File: config.mk
export PLATFORM = sky130hd
export DESIGN_NAME = fetch_width_aggregator
export DESIGN_NICKNAME = d
export VERILOG_FILES = /design/src/rtl/fetch_width_aggregator.sv
export SDC_FILE = /design/constraint.sdc
export NUM_CORES = 1
export LEC_CHECK = 0
export BUFFER_PORTS_ARGS = -buffer_cell sky130_fd_sc_hd__buf_2
export CAP_MARGIN = 0
export CORE_MARGIN = 2
export CORE_UTILIZATION = 40
export DETAILED_ROUTE_END_ITERATION = 16
export GPL_ROUTABILITY_DRIVEN = 0
export SLEW_MARGIN = 20
export SYNTH_ARGS = -nofsm -noshare
export SYNTH_HDL_FRONTEND = slang
export SYNTH_SLANG_ARGS = --single-unit
File: constraint.sdc
create_clock -name clk -period 2.68 [get_ports clk]
set_input_delay 0.268 -clock clk [delete_from_list [all_inputs] [get_ports clk]]
set_output_delay 0.268 -clock clk [all_outputs]
set_load 0.01 [all_outputs]
File: src/rtl/fetch_width_aggregator.sv
// Packs a serial word stream into groups of 1..FETCH_WIDTH words for the aggregator receiver.
// Define AGG_OVERLAP_EN to accept the first word of the next group in the same cycle as the enq.
module fetch_width_aggregator #(
    parameter int DATA_WIDTH  = 11,
    parameter int FETCH_WIDTH = 5,
    parameter int CNT_WIDTH   = $clog2(FETCH_WIDTH + 1)
) (
    input  logic                              clk,
    input  logic                              rst_n,
    input  logic                              fifo_valid,
    input  logic [DATA_WIDTH-1:0]             fifo_data,
    output logic                              fifo_ready,
    input  logic                              change_fetch_width,
    input  logic [2:0]                        input_fetch_width,
    input  logic                              receiver_full_n,
    output logic                              receiver_enq,
    output logic [FETCH_WIDTH*DATA_WIDTH-1:0] receiver_data
);

    typedef enum logic {
        FILL,
        HOLD
    } state_t;

    state_t                state_q, state_d;
    logic [CNT_WIDTH-1:0]  width_q, width_d;
    logic [CNT_WIDTH-1:0]  pos_q, pos_d;
    logic [CNT_WIDTH-1:0]  new_width;
    logic [CNT_WIDTH-1:0]  eff_width;
    logic [DATA_WIDTH-1:0] slot_q [FETCH_WIDTH];
    logic [DATA_WIDTH-1:0] slot_d [FETCH_WIDTH];

    function automatic logic [CNT_WIDTH-1:0] clamp_width(input logic [2:0] w);
        if (w == 3'd0)
            return CNT_WIDTH'(1);
        else if (int'(w) > FETCH_WIDTH)
            return CNT_WIDTH'(FETCH_WIDTH);
        else
            return CNT_WIDTH'(w);
    endfunction

    always_comb begin
        new_width = clamp_width(input_fetch_width);
        eff_width = change_fetch_width ? new_width : width_q;
    end

    always_comb begin
        state_d      = state_q;
        width_d      = width_q;
        pos_d        = pos_q;
        slot_d       = slot_q;
        fifo_ready   = 1'b0;
        receiver_enq = 1'b0;

        if (change_fetch_width)
            width_d = new_width;

        case (state_q)
            FILL: begin
                fifo_ready = rst_n;
                // A width change mid-group throws away the partial group, including any word arriving now.
                if (change_fetch_width && pos_q != '0) begin
                    pos_d = '0;
                    for (int i = 0; i < FETCH_WIDTH; i++)
                        slot_d[i] = '0;
                end else if (fifo_valid && fifo_ready) begin
                    if (pos_q == '0) begin
                        for (int i = 0; i < FETCH_WIDTH; i++)
                            slot_d[i] = '0;
                        slot_d[0] = fifo_data;
                    end else begin
                        for (int i = 0; i < FETCH_WIDTH; i++)
                            if (CNT_WIDTH'(i) == pos_q)
                                slot_d[i] = fifo_data;
                    end
                    if (pos_q == eff_width - CNT_WIDTH'(1)) begin
                        pos_d   = '0;
                        state_d = HOLD;
                    end else begin
                        pos_d = pos_q + CNT_WIDTH'(1);
                    end
                end
            end
            HOLD: begin
                receiver_enq = receiver_full_n;
`ifdef AGG_OVERLAP_EN
                fifo_ready = receiver_full_n & rst_n;
`endif
                if (receiver_enq) begin
                    state_d = FILL;
`ifdef AGG_OVERLAP_EN
                    // The overlapped word opens the next group under the width in force after this cycle.
                    if (fifo_valid && fifo_ready) begin
                        for (int i = 0; i < FETCH_WIDTH; i++)
                            slot_d[i] = '0;
                        slot_d[0] = fifo_data;
                        if (eff_width == CNT_WIDTH'(1)) begin
                            state_d = HOLD;
                            pos_d   = '0;
                        end else begin
                            pos_d = CNT_WIDTH'(1);
                        end
                    end
`endif
                end
            end
            default: begin
                state_d = FILL;
            end
        endcase
    end

    always_comb begin
        receiver_data = '0;
        for (int i = 0; i < FETCH_WIDTH; i++)
            receiver_data[i*DATA_WIDTH +: DATA_WIDTH] = slot_q[i];
    end

    always_ff @(posedge clk or negedge rst_n) begin
        if (!rst_n) begin
            state_q <= FILL;
            width_q <= CNT_WIDTH'(1);
            pos_q   <= '0;
            for (int i = 0; i < FETCH_WIDTH; i++)
                slot_q[i] <= '0;
        end else begin
            state_q <= state_d;
            width_q <= width_d;
            pos_q   <= pos_d;
            for (int i = 0; i < FETCH_WIDTH; i++)
                slot_q[i] <= slot_d[i];
        end
    end

endmodule

; ---- Yosys cells after proc, flatten, opt, wreduce, memory -nomap -nowiden
; Cells that the tools add are included.
[word_totals]
rom_bits = 0
latch_bits = 0
regBits = 62
ramBits = 0
wordCells = 54
output_inout_bits = 57
inputBits = 19
n_memories = 0
[op_classes]
div = 0
bitwise = 1
n_reduce_logical = 17
mul = 0
shift = 0
magnitude_cmp = 1
n_eq_ne = 5
mux = 20
add_sub_neg = 2
[ops]
columns = op, n
row1 = $mux 55, 3
row2 = $mux 11, 4
row3 = $mux 3, 6
row4 = $reduce_and 3->1, 5
row5 = $reduce_bool 3->1, 5
row6 = $eq 2x3->1 const A, 2
row7 = $logic_not 3->1, 2
row8 = $mux 1, 6
row9 = $reduce_bool 2->1, 2
row10 = $add 3x1->3 const B, 1
row11 = $eq 1x3->1 const A, 1
row12 = $eq 3x3->1, 1
row13 = $eq 3x3->1 const A, 1
row14 = $gt 3x3->1 const B, 1
row15 = $sub 3x1->3 const B, 1
row16 = $logic_and 1x1->1, 2
row17 = $pmux 1 s2, 1
row18 = $reduce_and 2->1, 1
row19 = $not 1->1, 1

; ---- Longest topological paths before layout
[logic_depth]
ltp_word = 10
depth_mapped = 9
depth_no_buf = 8

; ---- Least setup slack after synthesis
; No wires, ideal clock.
[synth_path]
path_kind = input to register
from = in change_fetch_width
to = reg pos_q[1]
cell_stages = 9
arrival_ns = 1.890
setup_ns = 0.135
required_time_ns = 2.545
path_buffers = 1
setup_slack_ns = 0.655
cell_sequence = buf_4 nor2b_1 a21oi_1 inv_1 ha_1 xnor2_1 a311o_1 a211oi_2 o21ai_0
[synth_via]
elab_chain_len = 6
elab_cells_between_ends = 9
cone_classes = 1 x add/sub / 1 x eq/ne / 4 x mux / 3 x reduce/logical
[synth_rtl]
columns = element, line_no
row1 = "start, declared", 13  ; input logic change_fetch_width,
row2 = $mux 3, n/a
row3 = via eff_width[0], 29  ; logic [CNT_WIDTH-1:0] eff_width;
row4 = $sub 3x1->3, 76  ; if (pos_q == eff_width - CNT_WIDTH'(1)) begin
row5 = $eq 3x3->1, 76
row6 = $mux 3, 76
row7 = $mux 3, 66  ; end else if (fifo_valid && fifo_ready) begin
row8 = $mux 3, 62  ; if (change_fetch_width && pos_q != '0) begin
row9 = "end signal, assigned", 129  ; pos_q <= pos_d;
row10 = "end, declared", 27  ; logic [CNT_WIDTH-1:0] pos_q, pos_d;
; The timed path passes the listed nets, and every way through them passes these cells. The select of a mux whose other input is x is not followed.
; A chain may end at the register's enable or synchronous reset.

; ---- Worst setup path in the final report
[layout_path]
from = reg width_q[0]
to = reg pos_q[1]
[layout_via]
elab_chain_len = 6
[layout_rtl]
columns = element, line_no
row1 = "start, declared", 26  ; logic [CNT_WIDTH-1:0] width_q, width_d;
row2 = "start signal, assigned", 128  ; width_q <= width_d;
row3 = $mux 3, n/a
row4 = via eff_width[0], 29
row5 = $sub 3x1->3, 76
row6 = $eq 3x3->1, 76
row7 = $mux 3, 76
row8 = $mux 3, 66
row9 = $mux 3, 62
; The timed path passes the listed nets, and every way through them passes these cells. The select of a mux whose other input is x is not followed.

==> impl_metrics.ini <==
[sta]
setup_viol = 0
max_freq_mhz = 468
finClkSkew_ns = 0.00701
drv_slew = 0
rsz0062_at_grt = no
fin_crit_sh_pct = 79.8
slew-limit-headroom_pct = 43.0
period_minus_slack_ns = 2.14
setup_tns_ns = 0
hold_viol = 0
worst_slack_ns = 0.541
worstMarginPinSlew_ns = 0.852

[yosys]
ys_seq_elements = 62
yosys_warnings = 0
synth_edf_count = 0
yosysUniqueCellTypes = 32
synthCells = 190
synth_nets = 215
synth.avg_cell_area_sq_um = 14.6
yosysSeqAreaShare_pct = 55.9
synth-async-reset-ratio_pct = 100
synthesis.area_sq_um = 2780
synth_ff_type = dfrtp_1

[worst_setup_path]
critPathLaunchType = register
slowest_stage = dfstp_2
crit_chain = nor2_1 -> a21oi_1 -> inv_1 -> ha_1 -> xnor2_1 -> a311o_1 -> a211oi_2 -> o21ai_0
critPathKind = register to register
crit_fanout = 4
max_stage_delay_ns = 0.53
critPathRequiredTime_ns = 2.88
cp_data_arrival_time_ns = 2.34
critPathCaptureType = register

[global_routing]
grt_start_max_net_pins = 64
grt_pass1_vias = 1802
grt_pass1_wl_um = 9780
antenna_found_initial = 0
globalRouteTotalUtil_pct = 17.3
grt_overflow = 0

[clock_network]
cts_resized = 0
ctsHoldBuffers = 0
clk_pin_slew_worst_paths_ns = 0.07
cts_root_buf = clkbuf_8
cts_setup_buffers = 0
htreeDepth = 3
numCtsBuffers = 9
cts_tree = yes
ctsLongestPathBuffers = 2
cts.sinks = 62
insertion_delay_ns = 0.33

[drt]
num_vias = 1810
wire_per_inst_um = 17.8
route.detailed.drc = 0
first_pass_iters = 4
first_iter_violations = 46
antenna_left = 0
avgViaCountPerCell = 5.08
finalWirelength_um = 6330

[floorplanning]
die_h_um = 87.3
ios = 76
rows = 30
core-area_sq_um = 6760
dieArea_sq_um = 7620
start_util_pct = 41.1
die_w_um = 87.3

[final_layout]
drive_gt1_share_pct = 50.4
diodes = 0
finish.instance_area_sq_um = 3460
syn_to_final_growth_pct = 24.8
stdcell_count = 356
nNetsFinal = 296

[power]
finalPower_mw = 4.05
power.static_leakage_nw = 1.86
p_int_mw = 2.69
ir_worst_vdd_mv = 0.437
power_frac_seq_pct = 37.4
p_clk_share_pct = 24.9
power_density_nw_per_um2 = 1170
p_comb_share_pct = 37.7
swShare_pct = 33.5
switchingPower_mw = 1.35

[placement]
port_buffers = 75
placed_cell_area_sq_um = 3220
hpwl_um = 4350
dp_worst_setup_slack_ns = 0.454
placed_cells = 340

[run]
maxCapViolCount = 0

[run_status]
status = finished, final reports clean

[hold_path]
hold_path_class = input pin to register
-- final timing paths --
path / startpoint / to / slack [ns] / cells after the start
setup / recovery: width_q[0] / pos_q[1] / 0.54 / 8
hold / removal: fifo_data[0] / receiver_data[0] / 0.19 / 2
setup reg to reg: width_q[0] / pos_q[1] / 0.54 / 8
hold reg to reg: width_q[1] / width_q[1] / 0.50 / 2
max in group asynchronous: rst_n / pos_q[2] / 1.95 / 2
min in group asynchronous: rst_n / receiver_data[49] / 0.22 / 2
-- stage by stage --
| step | util [%] | hold WS [ns] |
|---|---|---|
| CTS | 51.3 | 0.173 |
| finish | 51.3 | 0.188 |
| global route | 51.3 | 0.181 |
| floorplan | - | -0.0276 |
| detailed placement | 47.7 | 0.479 |
| global placement | 47.7 | 0.478 |
-- logic make-up after synthesis --
family,synth area share (%)
buffers and inverters,3.56
AO/OA/AOI/OAI,12.3
flip-flops,55.9
XOR/XNOR,1.26
AND/OR/NAND/NOR,6.08
adder cells (fa/ha/maj),2.70
multiplexers,18.2
-- per-layer routing --
layer	vias up	share of wire [%]	GRT usage, %
met2	41	49	26.1
met5	-	0	0
met1	919	46	24.1
met4	0	1.0	7.13
met3	7	4.1	3.60
li1	843	-	-
-- critical path, delay by kind of cell (launching register included) --
| kind | cells | cell delay [ns] |
|---|---|---|
| AOI/OAI and AO/OA | 4 | 0.95 |
| adders and majority gates | 1 | 0.29 |
| DFF | 1 | 0.53 |
| xor gates and xnor gates | 1 | 0.12 |
| and+or+nand+nor | 1 | 0.04 |
| buffers and inverters | 1 | 0.08 |
-- registers in the layout, indices dropped and copies added, names as in the netlist --
register	flops
receiver_data	55
width_q	3
pos_q	3
state_q	1
-- layout by cell type (no fill, tap or decap), drive strengths merged, types with 4 or more instances in the layout --
| cell type | n |
|---|---|
| mux2 | 34 |
| inv | 9 |
| clkbuf | 9 |
| a22o | 23 |
| and2 | 12 |
| dfrtp | 61 |
| buf | 80 |
| ha | 6 |
| o21ai | 4 |
-- area by class of cell --
cell class                 count  area (sq um)
fill                         600          3290
sequential                    62          1550
multi-input combinational    110          1120
timing repair buffer          80           413
clock buffer                   9           124
clock inverter                 7           120
tap                           80           100
inverter                       8          30.0
-- Yosys cell counts (all sizes together), types with 2 or more instances --
cell type / n / area share, %
a211oi: 3 / 1.4
o21ai: 4 / 0.72
nor3: 2 / 0.54
buf: 8 / 2.2
ha: 6 / 2.7
mux2: 34 / 18
clkbuf: 2 / 0.27
dfrtp: 61 / 55
nor2b: 3 / 0.68
nand2: 3 / 0.41
a21oi: 3 / 0.95
nor2: 3 / 0.41
a22o: 23 / 7.3
xnor2: 3 / 0.95
o31ai: 2 / 0.54
inv: 8 / 1.1
and2: 12 / 2.7
-- power by group through the flow --
stage               Combinational (mW)  Clock, mW  Sequential, mW
floorplan                        0.875          0            1.65
global placement                  1.52          0            1.53
detailed placement                1.55          0            1.53
CTS                               1.55       1.02            1.52
global route                      1.66       1.06            1.56
finish                            1.53       1.01            1.51
(Power assumes the default switching activity.)
